$ cat src/rtl/mem_io_sequencer_if.sv
// Bundle of the host byte links, the CPU data port and the memory data port
// that the sequencer arbitrates. The master side is the sequencer itself.
interface mem_io_sequencer_if #(
    parameter int WIDTH = 24
);
    // host input byte stream
    logic             host_valid;
    logic [7:0]       host_data;
    logic             host_ready;
    // host output byte stream
    logic             out_valid;
    logic [7:0]       out_data;
    logic             out_ready;
    // CPU data port
    logic             cpu_we;
    logic [WIDTH-1:0] cpu_a;
    logic [WIDTH-1:0] cpu_wd;
    logic [WIDTH-1:0] cpu_rd;
    // memory data port
    logic             mem_we;
    logic [WIDTH-1:0] mem_a;
    logic [WIDTH-1:0] mem_wd;
    logic [WIDTH-1:0] mem_rd;

    modport master (
        input  host_valid, host_data, out_ready,
        input  cpu_we, cpu_a, cpu_wd, mem_rd,
        output host_ready, out_valid, out_data,
        output cpu_rd, mem_we, mem_a, mem_wd
    );

    modport slave (
        output host_valid, host_data, out_ready,
        output cpu_we, cpu_a, cpu_wd, mem_rd,
        input  host_ready, out_valid, out_data,
        input  cpu_rd, mem_we, mem_a, mem_wd
    );
endinterface

$ cat src/rtl/mem_io_sequencer.sv
// Shares the single data-memory port between a byte-wide host link and the
// CPU. A job loads the input segment from the host, lets the CPU run until it
// writes 1 to the completion register, then streams the output segment back.
module mem_io_sequencer #(
    parameter int WIDTH     = 24,
    parameter int IN_BASE   = 302,
    parameter int OUT_BASE  = 90302,
    parameter int NPIX      = 90000,
    parameter int DONE_ADDR = 180303
) (
    input  logic               clk,
    input  logic               reset,
    input  logic               start,
    mem_io_sequencer_if.master bus,
    output logic               start_io,
    output logic               busy,
    output logic               done
);
    localparam int               IDX_W      = (NPIX > 1) ? $clog2(NPIX) : 1;
    localparam logic [IDX_W-1:0] IDX_LAST   = IDX_W'(NPIX - 1);
    localparam logic [WIDTH-1:0] IN_BASE_W  = WIDTH'(IN_BASE);
    localparam logic [WIDTH-1:0] OUT_BASE_W = WIDTH'(OUT_BASE);
    localparam logic [WIDTH-1:0] DONE_A_W   = WIDTH'(DONE_ADDR);

    typedef enum logic [2:0] {
        S_IDLE,
        S_LOAD,
        S_RUN,
        S_DUMP_RD,
        S_DUMP_WAIT,
        S_DONE
    } state_t;

    state_t           state_q, state_d;
    logic [IDX_W-1:0] idx_q, idx_d;
    logic [7:0]       out_data_q;
    logic             host_ready_q;
    logic             out_valid_q;
    logic             start_io_q;
    logic             busy_q;
    logic             done_q;

    logic             load_beat;
    logic             cpu_done_hit;
    logic             done_trigger;
    logic [WIDTH-1:0] idx_ext;

    assign idx_ext      = WIDTH'(idx_q);
    assign load_beat    = (state_q == S_LOAD) && bus.host_valid;
    assign cpu_done_hit = (bus.cpu_a == DONE_A_W);
    assign done_trigger = (state_q == S_RUN) && cpu_done_hit && bus.cpu_we && bus.cpu_wd[0];

    // Next-state and pixel index. idx restarts at 0 whenever a new phase
    // (LOAD, RUN, DUMP, DONE) begins; within the dump loop it carries across
    // the DUMP_RD/DUMP_WAIT pair so each pass fetches the next pixel.
    always_comb begin
        state_d = state_q;
        idx_d   = idx_q;
        case (state_q)
            S_IDLE: begin
                if (start) begin
                    state_d = S_LOAD;
                    idx_d   = '0;
                end
            end
            S_LOAD: begin
                if (load_beat) begin
                    if (idx_q == IDX_LAST) begin
                        state_d = S_RUN;
                        idx_d   = '0;
                    end else begin
                        idx_d = idx_q + IDX_W'(1);
                    end
                end
            end
            S_RUN: begin
                if (done_trigger) begin
                    state_d = S_DUMP_RD;
                    idx_d   = '0;
                end
            end
            S_DUMP_RD: begin
                state_d = S_DUMP_WAIT;
            end
            S_DUMP_WAIT: begin
                if (bus.out_ready) begin
                    if (idx_q == IDX_LAST) begin
                        state_d = S_DONE;
                        idx_d   = '0;
                    end else begin
                        state_d = S_DUMP_RD;
                        idx_d   = idx_q + IDX_W'(1);
                    end
                end
            end
            S_DONE: begin
                if (start) begin
                    state_d = S_LOAD;
                    idx_d   = '0;
                end
            end
            default: begin
                state_d = S_IDLE;
                idx_d   = '0;
            end
        endcase
    end

    // State register with status outputs decoded from the next state, so
    // every handshake/status flag leaves the block straight from a flop.
    always_ff @(posedge clk) begin
        if (reset) begin
            state_q      <= S_IDLE;
            idx_q        <= '0;
            out_data_q   <= '0;
            host_ready_q <= 1'b0;
            out_valid_q  <= 1'b0;
            start_io_q   <= 1'b0;
            busy_q       <= 1'b0;
            done_q       <= 1'b0;
        end else begin
            state_q      <= state_d;
            idx_q        <= idx_d;
            host_ready_q <= (state_d == S_LOAD);
            out_valid_q  <= (state_d == S_DUMP_WAIT);
            start_io_q   <= (state_d == S_RUN);
            busy_q       <= (state_d == S_LOAD) || (state_d == S_RUN) ||
                            (state_d == S_DUMP_RD) || (state_d == S_DUMP_WAIT);
            done_q       <= (state_d == S_DONE);
            if (state_q == S_DUMP_RD) begin
                out_data_q <= bus.mem_rd[7:0];
            end
        end
    end

    // Memory port mux: host writes in LOAD, CPU pass-through in RUN (with the
    // completion register swallowed), output-segment fetch in DUMP_RD.
    always_comb begin
        bus.mem_we = 1'b0;
        bus.mem_a  = '0;
        bus.mem_wd = '0;
        bus.cpu_rd = '0;
        case (state_q)
            S_LOAD: begin
                bus.mem_we = load_beat;
                bus.mem_a  = IN_BASE_W + idx_ext;
                bus.mem_wd = WIDTH'(bus.host_data);
            end
            S_RUN: begin
                bus.mem_we = bus.cpu_we && !cpu_done_hit;
                bus.mem_a  = bus.cpu_a;
                bus.mem_wd = bus.cpu_wd;
                bus.cpu_rd = cpu_done_hit ? '0 : bus.mem_rd;
            end
            S_DUMP_RD: begin
                bus.mem_a = OUT_BASE_W + idx_ext;
            end
            default: begin
                bus.mem_we = 1'b0;
            end
        endcase
    end

    assign bus.host_ready = host_ready_q;
    assign bus.out_valid  = out_valid_q;
    assign bus.out_data   = out_data_q;
    assign start_io       = start_io_q;
    assign busy           = busy_q;
    assign done           = done_q;
endmodule

$ cat src/flat_wrapper.sv
// flat-port wrapper written by rule: the top's interface ports become plain ports
module mem_io_sequencer_flat 
#(
    parameter int WIDTH     = 24,
    parameter int IN_BASE   = 302,
    parameter int OUT_BASE  = 90302,
    parameter int NPIX      = 90000,
    parameter int DONE_ADDR = 180303
)
  (clk, reset, start, start_io, busy, done, bus_host_valid, bus_host_data, bus_out_ready, bus_cpu_we, bus_cpu_a, bus_cpu_wd, bus_mem_rd, bus_host_ready, bus_out_valid, bus_out_data, bus_cpu_rd, bus_mem_we, bus_mem_a, bus_mem_wd);
  mem_io_sequencer_if #(.WIDTH(WIDTH)) bus_i ();
  input  logic clk;
  input  logic reset;
  input  logic start;
  output logic start_io;
  output logic busy;
  output logic done;
  input wire logic [$bits(bus_i.host_valid)-1:0] bus_host_valid;
  input wire logic [$bits(bus_i.host_data)-1:0] bus_host_data;
  input wire logic [$bits(bus_i.out_ready)-1:0] bus_out_ready;
  input wire logic [$bits(bus_i.cpu_we)-1:0] bus_cpu_we;
  input wire logic [$bits(bus_i.cpu_a)-1:0] bus_cpu_a;
  input wire logic [$bits(bus_i.cpu_wd)-1:0] bus_cpu_wd;
  input wire logic [$bits(bus_i.mem_rd)-1:0] bus_mem_rd;
  output wire logic [$bits(bus_i.host_ready)-1:0] bus_host_ready;
  output wire logic [$bits(bus_i.out_valid)-1:0] bus_out_valid;
  output wire logic [$bits(bus_i.out_data)-1:0] bus_out_data;
  output wire logic [$bits(bus_i.cpu_rd)-1:0] bus_cpu_rd;
  output wire logic [$bits(bus_i.mem_we)-1:0] bus_mem_we;
  output wire logic [$bits(bus_i.mem_a)-1:0] bus_mem_a;
  output wire logic [$bits(bus_i.mem_wd)-1:0] bus_mem_wd;
  assign bus_i.host_valid = bus_host_valid;
  assign bus_i.host_data = bus_host_data;
  assign bus_i.out_ready = bus_out_ready;
  assign bus_i.cpu_we = bus_cpu_we;
  assign bus_i.cpu_a = bus_cpu_a;
  assign bus_i.cpu_wd = bus_cpu_wd;
  assign bus_i.mem_rd = bus_mem_rd;
  assign bus_host_ready = bus_i.host_ready;
  assign bus_out_valid = bus_i.out_valid;
  assign bus_out_data = bus_i.out_data;
  assign bus_cpu_rd = bus_i.cpu_rd;
  assign bus_mem_we = bus_i.mem_we;
  assign bus_mem_a = bus_i.mem_a;
  assign bus_mem_wd = bus_i.mem_wd;
  mem_io_sequencer #(.WIDTH(WIDTH), .IN_BASE(IN_BASE), .OUT_BASE(OUT_BASE), .NPIX(NPIX), .DONE_ADDR(DONE_ADDR)) u_core (.clk(clk), .reset(reset), .start(start), .bus(bus_i), .start_io(start_io), .busy(busy), .done(done));
endmodule
$ cat config.mk
export PLATFORM = sky130hd
export DESIGN_NAME = mem_io_sequencer_flat
export DESIGN_NICKNAME = d
export VERILOG_FILES = /design/src/rtl/mem_io_sequencer_if.sv /design/src/rtl/mem_io_sequencer.sv /design/src/flat_wrapper.sv
export SDC_FILE = /design/constraint.sdc
export NUM_CORES = 1
export LEC_CHECK = 0
export BUFFER_PORTS_ARGS = -buffer_cell sky130_fd_sc_hd__buf_2
export CAP_MARGIN = 20
export CORE_ASPECT_RATIO = 1.75
export CORE_MARGIN = 3
export CORE_UTILIZATION = 48
export CTS_CLUSTER_SIZE = 10
export DETAILED_ROUTE_END_ITERATION = 7
export HOLD_SLACK_MARGIN = 0.06
export PLACE_DENSITY = 0.89
export SLEW_MARGIN = 20
export SYNTH_ARGS = -nofsm -noshare
export SYNTH_HDL_FRONTEND = slang
export SYNTH_SLANG_ARGS = --single-unit
$ cat constraint.sdc
create_clock -name clk -period 4.6 [get_ports clk]
set_input_delay 0.23 -clock clk [delete_from_list [all_inputs] [get_ports clk]]
set_output_delay 0.23 -clock clk [all_outputs]
set_load 0.01 [all_outputs]
==> results.md <==
- Status: completed
- # DRC: 0
- Total wire length: 9890 um
- Leading area contributor after synthesis: dfxtp_1
- Post-Syn Area: 0.00293 mm^2
- First-pass GRT wire length: 14600 um
- Post-CTS Resized: 0
- Pleak: 0.00192 uW
- WL/cell: 16.0 um
- Yosys top cell area share: 22.6%
- Dominant synthesized flop cell: dfxtp_1
- Number of H-tree levels: 2
- Antenna diodes: 0
- Min cycle time layout: 4.11 ns
- # rows: 37
- Hold path endpoint: u_core.bus.out_data[4]
- Instance count of the mapped netlist: 384
- Via-to-Cell Ratio: 5.62
- Fmax: 244 MHz
- Share of cells above drive strength 1: 39.0%
- Post-synth cell types: 69
- Post-layout nets: 633
- WHS Path Cells: 3
- Largest net degree at the start of global routing: 34
- Post-Place Cells: 609
- Overall Global Routing Usage: 25.8%
- R2R depth: 7
- Sw Share: 25.1%
- Yosys warns: 0
- Clk sinks: 33
- Post-CTS Setup Inserts: 0
- Initial core utilization: 49.8%
- Net Sw Power: 174 uW
- Port Buffers: 171
- R2r startpoint: u_core.idx_q[0]
- Vias: 3467
- Hold crit path type: input port to flop
- Max Cap Violations: 0
- Fin cells: 617
- Slew at the pin closest to its max-slew limit: 0.704 ns
- WP data arrival: 3.88 ns
- Maximum VDD drop: 214 uV
- Post-route cell area: 0.00385 mm^2
- P&R area growth vs syn: 31.4%
- GPL Wtd Cong: 0.929
- Internal cell power: 517 uW
- 1st-pass router iterations: 4
- Cell Chain, Critical Path: nor2b_1 > nand2_1 > clkinv_1 > ha_1 > nand2_1 > o221ai_1 > a221o_1 > a2111oi_0 > a31oi_1 > o311ai_1 > buf_2
- Die area: 0.00711 mm^2
- Asr flop ratio synth: 0%
- Slew headroom: 53.0%
- Placeable Area: 0.00588 mm^2
- Final Max Slew Viols: 0
- Count of boundary I/O pins: 172
- Worst-Skew Late Latency: 0.28 ns
- Initial antenna violation count: 0
- Slowest stage delay, CP: 0.60 ns
- Die X: 65.1 um
- Final period utilization: 89.3%
- Most frequent cell after synthesis: nand2_1
- Crit-path most repeated cell: nand2_1
- Post-synth EDFFs: 0
- Final clock skew: 0.00719 ns
- Die Height: 109 um
- Combinational share of power: 16.3%
- Longest Clk Path Bufs: 2
- CTS Buf Count: 5
- Final Setup Violations: 0
- Reg2Reg Setup Slack: 1.84 ns
- Power density over cell area: 180 mW/mm^2
- Power share of the clock group: 41.2%
- Final ANT Viol Nets: 0
- Hold buffers post-CTS: 0
- Mapped Nets: 479
- Top cells by count, synth: nand2_1 (52), dfxtp_1 (33), nor2_1 (31)
- Crit path required time: 4.37 ns
- Area after DPL: 0.00373 mm^2
- Seq/Total Area, Yosys: 22.6%
- Max FO, Critical Path: 15
- Unrepaired setup endpoints after global routing: false
- Hold path start: bus_mem_rd[4]
- CP endpoint kind: output pin
- Reg clk slew, reported paths: 0.07 ns
- Critical path class: flop to output pin
- Synth area leaders: dfxtp_1 (23%), nand2_1 (6.7%), and3_1 (6.2%), and2_1 (5.8%), xnor2_1 (5.4%)
- R2r endpoint: u_core.idx_q[12]
- Setup TNS: 0 ns
- Max stage delay cell, worst path: dfxtp_1
- Final Hold Fails: 0
- TritonCTS clock tree: built
- Detailed Place HPWL: 7940 um
- Root buf cell: clkbuf_8
- Syn avg cell area: 7.63 um^2
- GRT overflow: 0
- Critical Path Source Type: flop
- Vias in the first global route: 3165
- Sequential power share: 42.5%
- DRT iter0 DRCs: 290
- Yosys reg bits: 33
-- area by class of cell --
| type | count | area (um^2) |
|---|---|---|
| Multi-Input combinational cell | 316 | 2070 |
| Fill cell | 524 | 2030 |
| Timing Repair Buffer | 173 | 871 |
| Sequential cell | 33 | 661 |
| Tap cell | 78 | 97.6 |
| Clock buffer | 7 | 86.3 |
| Inverter | 9 | 33.8 |
| Clock inverter | 1 | 30.0 |
-- layer usage --
| metal | wire [um] | track usage, % | share of wire [%] | vias to the layer above |
|---|---|---|---|---|
| li1 | - | - | - | 1664 |
| met1 | 3420 | 25.0 | 35 | 1606 |
| met2 | 5330 | 50.3 | 54 | 165 |
| met3 | 746 | 4.91 | 7.5 | 32 |
| met4 | 392 | 12.9 | 4.0 | 0 |
| met5 | 0 | 0 | 0 | - |
-- stage by stage --
| step | power (uW) | hold slack (ns) | worst slack [ns] | utilization [%] |
|---|---|---|---|---|
| 6_report | 691 | 0.190 | 0.493 | 65.5 |
| 5_1_grt | 714 | 0.212 | 0.177 | 65.5 |
| 4_1_cts | 694 | 0.191 | 0.542 | 65.4 |
| 3_5_place_dp | 411 | 0.458 | 0.893 | 63.4 |
| 3_3_place_gp | 408 | 0.442 | 1.04 | 63.4 |
| 2_1_floorplan | 354 | 0.366 | 1.48 | - |
-- flip-flops by register name (all words and copies together) (netlist names) --
name / cells
u_core.idx_q: 17
u_core.bus.out_valid: 1
u_core.done: 1
u_core.bus.out_data: 8
u_core.bus.host_ready: 1
u_core.busy: 1
u_core.start_io: 1
u_core.state_q: 3
-- placed cells by master (no fill, tap or decap), drive strengths merged, types with 3 or more instances in the layout --
master	count
a22oi	8
xor2	6
nand4	6
inv	8
ha	9
a31oi	3
nand3	11
nor4	11
and3	30
nor2b	8
nor3	6
a21o	5
buf	173
a21oi	17
xnor2	18
nand2	53
o21ai	23
clkbuf	7
nor2	33
and2	28
dfxtp	33
-- power by group through the flow --
stage               logic [uW]  clock network [uW]  registers (uW)
CTS                        111                 289             294
detailed placement         111                   0             300
finish                     112                 285             294
global placement           109                   0             300
floorplan                 55.4                   0             298
global route               122                 298             294
-- kinds of logic (layout without fill, tap and decap cells) --
kind of cell | Yosys count | count (layout) | share of synthesized area, %
buf+inv | 35 | 190 | 6.88
xor+xnor | 24 | 24 | 7.18
flops | 33 | 33 | 22.6
mux | 2 | 2 | 0.726
fa+ha+maj | 9 | 9 | 3.84
compound gates | 74 | 74 | 17.9
simple gates | 207 | 207 | 41.0
-- worst max-delay path: cells and delay by family (launching register included) --
family	cells	cell delay (ns)
flip-flops	1	0.60
buffers and inverters	2	0.63
AND/OR/NAND/NOR	3	0.64
AO/OA/AOI/OAI	5	1.24
adder cells (fa/ha/maj)	1	0.48
-- worst max path at each step --
| stage | start | end | slack (ns) | cells after the start |
|---|---|---|---|---|
| 3_3_place_gp | u_core.state_q[2] | bus_mem_a[16] | 1.04 | 11 |
| 4_1_cts | u_core.state_q[2] | bus_mem_a[16] | 0.54 | 11 |
| 3_5_place_dp | u_core.state_q[2] | bus_mem_a[16] | 0.89 | 11 |
| 5_1_grt | u_core.state_q[2] | bus_mem_a[16] | 0.18 | 11 |
| 2_1_floorplan | u_core.state_q[0] | bus_mem_a[15] | 1.48 | 12 |
| 6_report | u_core.state_q[2] | bus_mem_a[16] | 0.49 | 11 |
No activity file was read; power rests on OpenSTA's default activity.
